## config.mk

```make
export PLATFORM = sky130hd
export DESIGN_NAME = iq_interp_upsampler
export DESIGN_NICKNAME = d
export VERILOG_FILES = /design/src/rtl/iq_interp_upsampler_pkg.sv /design/src/rtl/iq_interp_upsampler_interp_lerp.sv /design/src/rtl/iq_interp_upsampler.sv
export SDC_FILE = /design/constraint.sdc
export NUM_CORES = 1
export LEC_CHECK = 0
export BUFFER_PORTS_ARGS = -buffer_cell sky130_fd_sc_hd__clkbuf_2
export CAP_MARGIN = 5
export CELL_PAD_IN_SITES_DETAIL_PLACEMENT = 1
export CELL_PAD_IN_SITES_GLOBAL_PLACEMENT = 2
export CORE_MARGIN = 10
export CORE_UTILIZATION = 30
export DETAILED_ROUTE_END_ITERATION = 16
export PLACE_DENSITY_LB_ADDON = 0.2
export SYNTH_ARGS = -nofsm -noshare
export SYNTH_HDL_FRONTEND = slang
export SYNTH_SLANG_ARGS = --single-unit
export TNS_END_PERCENT = 50
```

## constraint.sdc

```tcl
create_clock -name CLK -period 7.7 [get_ports CLK]
set_input_delay 0.77 -clock CLK [delete_from_list [all_inputs] [get_ports CLK]]
set_output_delay 0.77 -clock CLK [all_outputs]
set_load 0.02 [all_outputs]
```

## src/rtl/iq_interp_upsampler_pkg.sv

```systemverilog
// rtl/iq_interp_upsampler_pkg.sv - shared FSM encoding, defaults and width helper for the I/Q upsampler
package iq_interp_upsampler_pkg;

    typedef enum logic [2:0] {
        ST_IDLE  = 3'b001,
        ST_RUN   = 3'b010,
        ST_DRAIN = 3'b100
    } state_t;

    localparam int DEF_LOG2_OSR = 3;
    localparam int DEF_IN_W     = 11;
    localparam int DEF_OUT_W    = 11;

    // Width of (cur-prev)*phase: one bit for the difference plus the phase bits.
    function automatic int interp_w(input int in_w, input int log2_osr);
        return in_w + 1 + log2_osr;
    endfunction

endpackage

```

## src/rtl/iq_interp_upsampler_interp_lerp.sv

```systemverilog
// rtl/iq_interp_upsampler_interp_lerp.sv - per-rail prev/cur symbol registers and linear interpolator
module interp_lerp
    import iq_interp_upsampler_pkg::*;
#(
    parameter int LOG2_OSR = DEF_LOG2_OSR,
    parameter int IN_W     = DEF_IN_W,
    parameter int OUT_W    = DEF_OUT_W
) (
    input  logic                       CLK,
    input  logic                       RST,
    input  logic                       en,
    input  logic                       capture,
    input  logic                       force_zero,
    input  logic [LOG2_OSR-1:0]        phase,
    input  logic signed [IN_W-1:0]     sym,
    output logic signed [OUT_W-1:0]    dac
);

    localparam int PW = interp_w(IN_W, LOG2_OSR);

    logic signed [IN_W-1:0] prev_q;
    logic signed [IN_W-1:0] cur_q;
    logic signed [IN_W-1:0] prev_e;
    logic signed [IN_W-1:0] cur_e;
    logic signed [IN_W:0]   diff;
    logic signed [IN_W:0]   step;
    logic signed [IN_W:0]   sum;
    logic signed [PW-1:0]   prod;

    // On a capture cycle the phase-0 sample already uses the newly loaded pair.
    always_comb begin
        prev_e = prev_q;
        cur_e  = cur_q;
        if (capture) begin
            prev_e = force_zero ? '0 : cur_q;
            cur_e  = force_zero ? '0 : sym;
        end
        diff = (IN_W+1)'(cur_e) - (IN_W+1)'(prev_e);
        prod = PW'(diff) * PW'($signed({1'b0, phase}));
        step = (IN_W+1)'(prod >>> LOG2_OSR);
        sum  = (IN_W+1)'(prev_e) + step;
    end

    always_ff @(posedge CLK or negedge RST) begin
        if (!RST) begin
            prev_q <= '0;
            cur_q  <= '0;
            dac    <= '0;
        end else if (en) begin
            if (capture) begin
                prev_q <= prev_e;
                cur_q  <= cur_e;
            end
            dac <= OUT_W'($signed(sum[IN_W-1:0]));
        end
    end

endmodule

```

## src/rtl/iq_interp_upsampler.sv

```systemverilog
// rtl/iq_interp_upsampler.sv - symbol-rate enable generator and OSR linear-interpolating I/Q upsampler
module iq_interp_upsampler
    import iq_interp_upsampler_pkg::*;
#(
    parameter int LOG2_OSR = DEF_LOG2_OSR,
    parameter int IN_W     = DEF_IN_W,
    parameter int OUT_W    = DEF_OUT_W
) (
    input  logic                    CLK,
    input  logic                    RST,
    input  logic                    en,
    output logic                    ce_sym,
    input  logic signed [IN_W-1:0]  xr_i,
    input  logic signed [IN_W-1:0]  xi_i,
    input  logic                    valid_i,
    output logic signed [OUT_W-1:0] dac_i,
    output logic signed [OUT_W-1:0] dac_q,
    output logic                    valid_o
);

    localparam logic [LOG2_OSR-1:0] PH_LAST = '1;
    localparam logic [LOG2_OSR-1:0] PH_ONE  = LOG2_OSR'(1);

    logic [LOG2_OSR-1:0]    phase_q;
    state_t                 state_q;
    state_t                 st_n;
    logic                   capture;
    logic                   force_zero;
    logic signed [IN_W-1:0] sym_i;
    logic signed [IN_W-1:0] sym_q;

    assign capture = en && (phase_q == '0);
    assign ce_sym  = en && (phase_q == PH_LAST);

    always_comb begin
        st_n = ST_IDLE;
        case (state_q)
            ST_IDLE:  st_n = valid_i ? ST_RUN : ST_IDLE;
            ST_RUN:   st_n = valid_i ? ST_RUN : ST_DRAIN;
            ST_DRAIN: st_n = valid_i ? ST_RUN : ST_IDLE;
            default:  st_n = ST_IDLE;
        endcase
    end

    // Landing in IDLE clears both rails so an idle output is exactly zero.
    assign force_zero = capture && (st_n == ST_IDLE);
    assign sym_i      = valid_i ? xr_i : '0;
    assign sym_q      = valid_i ? xi_i : '0;

    always_ff @(posedge CLK or negedge RST) begin
        if (!RST) begin
            phase_q <= '0;
            state_q <= ST_IDLE;
            valid_o <= 1'b0;
        end else if (en) begin
            phase_q <= phase_q + PH_ONE;
            if (capture) begin
                state_q <= st_n;
            end
            valid_o <= capture ? (st_n != ST_IDLE) : (state_q != ST_IDLE);
        end
    end

    interp_lerp #(.LOG2_OSR(LOG2_OSR), .IN_W(IN_W), .OUT_W(OUT_W)) u_lerp_i (
        .CLK        (CLK),
        .RST        (RST),
        .en         (en),
        .capture    (capture),
        .force_zero (force_zero),
        .phase      (phase_q),
        .sym        (sym_i),
        .dac        (dac_i)
    );

    interp_lerp #(.LOG2_OSR(LOG2_OSR), .IN_W(IN_W), .OUT_W(OUT_W)) u_lerp_q (
        .CLK        (CLK),
        .RST        (RST),
        .en         (en),
        .capture    (capture),
        .force_zero (force_zero),
        .phase      (phase_q),
        .sym        (sym_q),
        .dac        (dac_q)
    );

endmodule

```

==> impl_results.md, run 1 <==
- Status: completed
- Cell type group with the largest total delay on the critical path: compound AO/OA/AOI/OAI gates
- RD Place Congestion: 0.777
- Syn_nets: ~1000
- Worst r2r src: phase_q[0]$_DFFE_PN0P_
- WL final: between 20000 and 25000 um
- Crit path from: phase_q[0]$_DFFE_PN0P_
- Vias in the first global route: approximately 6400
- Total track usage: 0.135
- Synth cell count leaders: nand2_1, inv_1, ha_1, dfrtp_1, o21ai_0
- Slew @ Worst Pin: approximately 1 ns
- DR WL/cell: 16.1 um
- DR vias: 6163
- Area of the multi-input gates: roughly 0.0051 mm2
- CP Capture Type: flop
- Fillers: 3016
- H-tree levels: 3
- Die area: about 0.032 mm2
- EDFF count, synth: 0
- Post-route ant nets: 0
- Sequential-to-total area share from yosys stat: 0.245
- Synth warn: 0
- Largest net degree at the start of global routing: 73
- Ys flop type: dfrtp_1
- Root Buffer: clkbuf_16
- Fin Clk Skew: 0.00957 ns
- Row count: 57
- Critical path class: reg2reg
- CTS tree: done
- Hold Buf Count CTS: 0
- Initial antenna violation count: 0
- Final hold viol count: 0
- Post-synthesis register bit count: 73
- Crit path max fanout: 15
- CP max-delay cell: fa_1
- Postcts setup bufs: 0
- Final setup fails: 0
- Synthesized area per cell: between 8 and 9 um2
- Initial DRC count: ~180
- First-pass GRT wire length: between 30000 and 40000 um
- CP peak stage delay: roughly 0.53 ns
- Reg area: 0.00183 mm2
- P&R area growth vs syn: 13.5%
- Critical Path Start Type: flop
- Most frequent cell after synthesis: nand2_1
- TritonCTS buffer count: 9
- Core Area: about 0.024 mm2
- RSZ-0062 raised after global routing: no
- IO Count: 50
- Mapped Cells: between 900 and 1000
- Critical Path AT: approximately 7.4 ns
- Fmax: around 0.14 GHz
- Worst-path clk slew: about 0.070 ns
- Async S/R FF share, synth: 1.00
- Yosys top cell by area: dfrtp_1
- Share of cells above drive strength 1: 0.127
- Setup TNS: 0 ns
- Max cap viols: 0
- Worst path required time: between 7 and 8 ns
- Final HPWL DP: around 16000 um
- Pins Over Slew Limit: 0
- DRT Pass-1 Iters: 5
- Most frequent CP cell: ha_1
- Cell types occupying the most area after synthesis: dfrtp_1, ha_1, nand2_1, fa_1, inv_1
- Synth unique cells: between 70 and 80
- Clock Tree Buf Depth: 2
- Die Span X: ~180 um
- Grt total ovfl: 0
- Final Critical Period: roughly 7.1 ns
- Hold Path Class: in2async
- Drt via density: around 4.8
- Port Buffers: 49
- Layout Nets: 1092
- Clock Latency Late Sink: 0.35 ns
- Chip height: approximately 180 um
- Fin crit share: 0.925
- Post-cts resize count: 0
- ANT cells: 0
- Area share of the leading cell type in the synthesized netlist: 0.241
- Initial Util: 0.306
- TritonCTS Sinks: 73
- CP Buf/Inv Count: 4
- Area of the mapped netlist: ~0.0075 mm2
- Slew HR: 0.315
- DRC Markers: 0
## worst register-to-register path: cells and delay by family (launching register included)
| kind | cells | cell delay [ns] |
|---|---|---|
| simple gates | 8 | 1.47 |
| flops | 1 | 0.39 |
| compound gates | 13 | 2.56 |
| xor+xnor | 1 | 0.15 |
| buf+inv | 4 | 0.49 |
| fa+ha+maj | 6 | 2.02 |
## cells by family after synthesis
logic type | count (synthesis) | share of synthesized area
fa+ha+maj | 114 | 0.214
flops | 73 | 0.245
compound gates | 189 | 0.169
simple gates | 301 | 0.190
xor+xnor | 59 | 0.0721
mux | 20 | 0.0319
buf+inv | 151 | 0.0776
## metal layers
| layer | vias up | global-route usage | routed length (um) |
|---|---|---|---|
| met4 | 0 | 0.0375 | 265 |
| met5 | - | 0 | 0 |
| met2 | 55 | 0.215 | 9340 |
| met3 | 16 | 0.0187 | 555 |
| met1 | 2968 | 0.187 | 10500 |
| li1 | 3124 | - | - |
## state kept, by name (all words and copies together), names as in the netlist
register         cells
state_q              3
valid_o              1
u_lerp_i.cur_q      11
phase_q              3
u_lerp_i.dac        11
u_lerp_q.prev_q     11
u_lerp_q.cur_q      11
u_lerp_i.prev_q     11
u_lerp_q.dac        11
## path summary, 6_finish.rpt
check,slack [ns],cells after the start,end
min in group CLK,0.46,2,u_lerp_i.prev_q[5]$_DFFE_PN0P_
worst min-delay path,0.18,1,u_lerp_i.dac[1]$_DFFE_PN0P_
worst min register to register,0.46,2,u_lerp_i.prev_q[5]$_DFFE_PN0P_
max in group asynchronous,6.34,2,u_lerp_i.cur_q[9]$_DFFE_PN0P_
worst max register to register,0.58,32,u_lerp_i.dac[10]$_DFFE_PN0P_
worst max-delay path,0.58,32,u_lerp_i.dac[10]$_DFFE_PN0P_
## layout make-up
class                   count  area share
clock buffers               9      0.0266
clock inverters             7      0.0112
inverters                 121      0.0536
multi-input cells         684       0.601
flip-flops and latches     73       0.216
well taps                 324      0.0479
repair buffers             66      0.0443
## cell usage in the layout (no fill, tap or decap), types with 4 or more instances in the layout
| cell | n |
|---|---|
| nand2_1 | 139 |
| inv_1 | 120 |
| ha_1 | 86 |
| dfrtp_1 | 72 |
| o21ai_0 | 64 |
| clkbuf_2 | 48 |
| and2_1 | 41 |
| a21oi_1 | 40 |
| xnor2_1 | 40 |
| nor2_1 | 38 |
| nand3_1 | 27 |
| fa_1 | 24 |
| buf_4 | 18 |
| xor2_1 | 17 |
| mux2_2 | 15 |
| nor3_1 | 15 |
| o21bai_1 | 14 |
| nor2b_1 | 11 |
| a21o_1 | 11 |
| clkbuf_16 | 9 |
| o211ai_1 | 8 |
| nand2b_1 | 8 |
| and3_1 | 7 |
| a31oi_1 | 7 |
| o31ai_1 | 4 |
| a211oi_1 | 4 |
## per-stage QoR
| stage | cell area (um2) | util | std cells | setup slack, ns | hold slack [ns] |
|---|---|---|---|---|---|
| detailed placement | 8120 | 0.333 | 1267 | 0.149 | 0.450 |
| global placement | 8120 | 0.333 | 1267 | 0.338 | 0.443 |
| floorplan | 7460 | - | 907 | 0.348 | 0.433 |
| global route | 8470 | 0.347 | 1284 | 0.0126 | 0.173 |
| CTS | 8440 | 0.346 | 1283 | 0.355 | 0.171 |
| finish | 8470 | 0.347 | 1284 | 0.581 | 0.184 |
Power of run 1 is left out: the tool's default activity adds up to more than one toggle a clock period on the data nets, which glitch-free logic cannot reach.
==> run 2, diff against run 1 <==
Settings changed: CTS_BUF_LIST set to sky130_fd_sc_hd__clkbuf_4.
==> run 2 against run 1 <==
Against the previous run:
- sequential share of layout area rose by 0.39 points
- fmax rose by 0.64%
- critical endpoint unchanged
- final area fell by 1.8%
- sequential cell count did not move
- die area did not move
- register-to-register slack improved by 0.05 ns
- critical path type unchanged
- worst setup slack improved by 0.045 ns
- via count barely moved
- cell count barely moved
==> impl_results.md, run 2 (same netlist as run 1, synthesis figures left out) <==
- Status: completed
- First-pass GRT wire length: 33800 um
- Critical path class: reg2reg
- Pre-CTS WS: 0.149 ns
- Commonest non-fill, non-tap cell in the layout: nand2_1
- P&R area growth vs syn: 11.5%
- Die area: around 0.032 mm2
- Hold Buf Count CTS: 0
- Grt total ovfl: 0
- RD Place Congestion: between 0.7 and 0.8
- Final setup fails: 0
- Postcts setup bufs: 0
- FF-to-FF setup slack: ~0.63 ns
- Most frequent CP cell: ha_1
- Fin Clk Skew: between 0.02 and 0.025 ns
- TritonCTS Sinks: between 70 and 80
- DR WL met2: between 9000 and 10000 um
- Worst path required time: between 8 and 9 ns
- Root Buffer: clkbuf_4
- R2r worst-path depth: 30
- H-tree levels: 3
- IO Count: 50
- Final HPWL DP: 16200 um
- Critical Path AT: approximately 7.5 ns
- CP Buf/Inv Count: 4
- Worst R2R End: u_lerp_i.dac[10]$_DFFE_PN0P_
- Fmax: between 0.1 and 0.15 GHz
- Clock Latency Late Sink: approximately 0.48 ns
- Vias in the first global route: between 6000 and 7000
- Clock Tree Buf Depth: 2
- WL final: 20500 um
- Hold Path Class: in2async
- DR WL/cell: 16.0 um
- Final hold viol count: 0
- Worst r2r src: phase_q[0]$_DFFE_PN0P_
- CP Capture Type: flop
- Placed cell count: 1267
- Fin cells: ~1300
- Max cap viols: 0
- Routed wl met3: roughly 380 um
- Largest net degree at the start of global routing: between 70 and 80
- Share of cells above drive strength 1: 0.128
- Crit path max fanout: 15
- DR vias: 6166
- Met1 wire length: roughly 11000 um
- Chip height: 178 um
- Worst-path clk slew: around 0.16 ns
- Final Critical Period: 7.07 ns
- Cell type group with the largest total delay on the critical path: compound AO/OA/AOI/OAI gates
- DRC Markers: 0
- Post-route ant nets: 0
- CTS tree: done
- DRT Pass-1 Iters: 4
- Die Span X: between 150 and 200 um
- CP max-delay cell: fa_1
- Critical Path Start Type: flop
- Slew @ Worst Pin: 1.03 ns
- Layout Nets: 1092
- Most frequent cells in the layout: nand2_1, inv_1, ha_1, dfrtp_1, o21ai_0
- Final WS setup: 0.626 ns
- CP peak stage delay: roughly 0.53 ns
- TritonCTS buffer count: 9
- Setup TNS: 0 ns
- Slew HR: 0.316
- Total track usage: 0.134
- Max layer used: met4
- Drt via density: between 4 and 5
- Port Buffers: 49
- Row count: 57
- Fin crit share: 0.919
- RSZ-0062 raised after global routing: no
- Core Area: roughly 0.024 mm2
- Initial DRC count: ~220
- Initial Util: 0.306
- Initial antenna violation count: 1
- Pins Over Slew Limit: 0
[run 2: changes by cell type in the layout (fill, tap and decap cells not counted)]
cell	delta
o21ai_1	-1
clkbuf_4	+9
diode_2	+1
o21ai_2	+1
clkbuf_16	-9
[run 2: per-stage QoR]
step | hold WS (ns) | instance area (um2) | util
global placement | 0.443 | 8120 | 0.333
finish | 0.0460 | 8320 | 0.341
floorplan | 0.433 | 7460 | -
CTS | 0.00261 | 8290 | 0.340
global route | 0.00841 | 8320 | 0.341
detailed placement | 0.450 | 8120 | 0.333
[run 2: how the worst max path moves through the flow]
stage	endpoint	startpoint	depth (start not counted)	slack [ns]
2_1_floorplan	u_lerp_q.dac[9]$_DFFE_PN0P_	en	33	0.35
6_report	u_lerp_i.dac[10]$_DFFE_PN0P_	phase_q[0]$_DFFE_PN0P_	30	0.63
3_3_place_gp	u_lerp_i.dac[10]$_DFFE_PN0P_	valid_i	31	0.34
5_1_grt	u_lerp_q.dac[9]$_DFFE_PN0P_	phase_q[0]$_DFFE_PN0P_	31	0.06
4_1_cts	u_lerp_i.dac[10]$_DFFE_PN0P_	phase_q[0]$_DFFE_PN0P_	31	0.37
3_5_place_dp	u_lerp_i.dac[10]$_DFFE_PN0P_	valid_i	31	0.15
[run 2: cell type report]
type                       instances  area, um2
timing repair buffer              66        375
clock inverter                     7       95.1
fill                            3029      16100
tap                              324        405
sequential                        73       1830
clock buffer                       9       67.6
multi-input combinational        684       5090
antenna                            1       2.50
inverter                         121        454
[run 2: layer usage]
| metal | vias up | global-route usage |
|---|---|---|
| met2 | 41 | 0.214 |
| met4 | 0 | 0.0386 |
| li1 | 3126 | - |
| met1 | 2985 | 0.187 |
| met3 | 14 | 0.0168 |
| met5 | - | 0 |
[run 2: what timing repair did]
action	CTS	global route
gates resized for setup	0	6
setup endpoints to repair	0	2
hold endpoints to repair	0	0
Power of run 2 is left out for the same reason.
==> run 3, diff against run 2 <==
Settings changed: REMOVE_ABC_BUFFERS set to 1.
==> run 3 against run 2 <==
Against the previous run:
- clock-buffer cell count rose by 1
- sequential cell count is the same
- highest routed layer unchanged
- critical path type unchanged
- largest cell class unchanged
- first-iteration DRC count shrank 7.4%
- critical path depth is 1 higher
==> impl_results.md, run 3 (same netlist as run 1, synthesis figures left out) <==
- Critical Path Stages: 31
- Hold Buf Count CTS: 0
- Share of cells above drive strength 1: 0.131
- Port Buffers: 49
- RSZ-0062 raised after global routing: no
- Total track usage: 0.136
- CTS tree: done
- Initial Util: 0.306
- Worst-path clk slew: 0.14 ns
- TritonCTS Sinks: 73
- Clock Tree Buf Depth: 2
- Final WS setup: 0.568 ns
- Met1 wire length: between 9000 and 10000 um
- Worst r2r src: state_q[0]$_DFFE_PN1P_
- Drt via density: around 4.8
- Slew HR: 0.523
- Worst path required time: roughly 8.1 ns
- Post-cts resize count: 0
- H-tree levels: 3
- Vias in the first global route: ~6700
- Worst R2R End: u_lerp_i.dac[10]$_DFFE_PN0P_
- RD Place Congestion: roughly 0.77
- Critical Path Start Type: flop
- Routed wl met3: roughly 240 um
- Largest net degree at the start of global routing: 54
- CP peak stage delay: 0.63 ns
- Grt total ovfl: 0
- Clock Latency Late Sink: about 0.45 ns
- Fillers: ~3000
- Die area: around 0.032 mm2
- WL final: about 20000 um
- CP Buf/Inv Count: 3
- Pre-CTS WS: -0.0317 ns
- Commonest non-fill, non-tap cell in the layout: nand2_1
- CP max-delay cell: dfstp_2
- Initial antenna violation count: 1
- DR vias: about 6000
- Critical path class: reg2reg
- DRT Pass-1 Iters: 4
- Most frequent CP cell: ha_1
- Slew @ Worst Pin: just over 0.7 ns
- FF-to-FF setup slack: roughly 0.57 ns
- Status: completed
- Fmax: approximately 0.14 GHz
- Final Instance Area: between 0.008 and 0.009 mm2
- DRC Markers: 0
- DR WL/cell: between 15 and 20 um
- First-pass GRT wire length: 34300 um
- TritonCTS buffer count: 9
- Setup TNS: 0 ns
- Pins Over Slew Limit: 0
- DP Area: between 0.008 and 0.009 mm2
- R2r worst-path depth: 31
- Max layer used: met4
- Post-route ant nets: 0
- Final HPWL DP: 16700 um
- Layout Nets: 1096
- P&R area growth vs syn: 11.8%
- Most frequent cells in the layout: nand2_1, inv_1, ha_1, dfrtp_1, o21ai_0
- Core Area: between 0.02 and 0.025 mm2
- Max cap viols: 0
- Final hold viol count: 0
- Postcts setup bufs: 0
- Chip height: approximately 180 um
- Final Critical Period: approximately 7 ns
- IO Count: 50
- Initial DRC count: 201
- Final setup fails: 0
- Fin Clk Skew: 0.0166 ns
- Row count: 57
- Hold Path Class: in2async
- Fin crit share: 0.926
- Cell type group with the largest total delay on the critical path: compound AO/OA/AOI/OAI gates
- Root Buffer: clkbuf_4
- DR WL met2: between 10000 and 15000 um
- Critical Path AT: 7.50 ns
- Die Span X: 178 um
- Crit path max fanout: 13
- CP Capture Type: flop
-- run 3: cell count changes in the layout (fill, tap and decap cells not counted), sizes merged --
cell and delta:
buf +5, bufinv -1, clkbuf +1, clkinv -1, clkinvlp +1, nand3b -1
-- run 3: worst max path at each step --
stage | startpoint | to | slack, ns
finish | state_q[0]$_DFFE_PN1P_ | u_lerp_i.dac[10]$_DFFE_PN0P_ | 0.57
global route | state_q[0]$_DFFE_PN1P_ | u_lerp_i.dac[10]$_DFFE_PN0P_ | 0.01
CTS | state_q[0]$_DFFE_PN1P_ | u_lerp_i.dac[10]$_DFFE_PN0P_ | 0.29
detailed placement | valid_i | u_lerp_i.dac[10]$_DFFE_PN0P_ | -0.03
global placement | valid_i | u_lerp_i.dac[10]$_DFFE_PN0P_ | 0.10
floorplan | valid_i | u_lerp_q.dac[9]$_DFFE_PN0P_ | -0.07
-- run 3: stage by stage --
stage          hold slack (ns)  instances   util
2_1_floorplan            0.433        877      -
3_3_place_gp             0.444       1272  0.336
3_5_place_dp             0.453       1272  0.336
4_1_cts                  0.162       1288  0.341
5_1_grt                  0.163       1289  0.342
6_report                 0.189       1289  0.342
-- run 3: layout make-up --
cell class | instances | area [um2] | share of cell area
antenna | 1 | 2.50 | 0.000300
sequential | 73 | 1830 | 0.219
tap | 324 | 405 | 0.0486
inverter | 121 | 454 | 0.0544
clock buffer | 10 | 75.1 | 0.00900
multi-input combinational | 683 | 5080 | 0.609
timing repair buffer | 71 | 438 | 0.0525
clock inverter | 6 | 58.8 | 0.00705
-- run 3: per-layer routing --
layer	track usage	vias to the layer above
li1	-	3132
met1	0.168	2997
met2	0.246	27
met3	0.0157	14
met4	0.0327	0
met5	0	-
Power of run 3 is left out for the same reason.
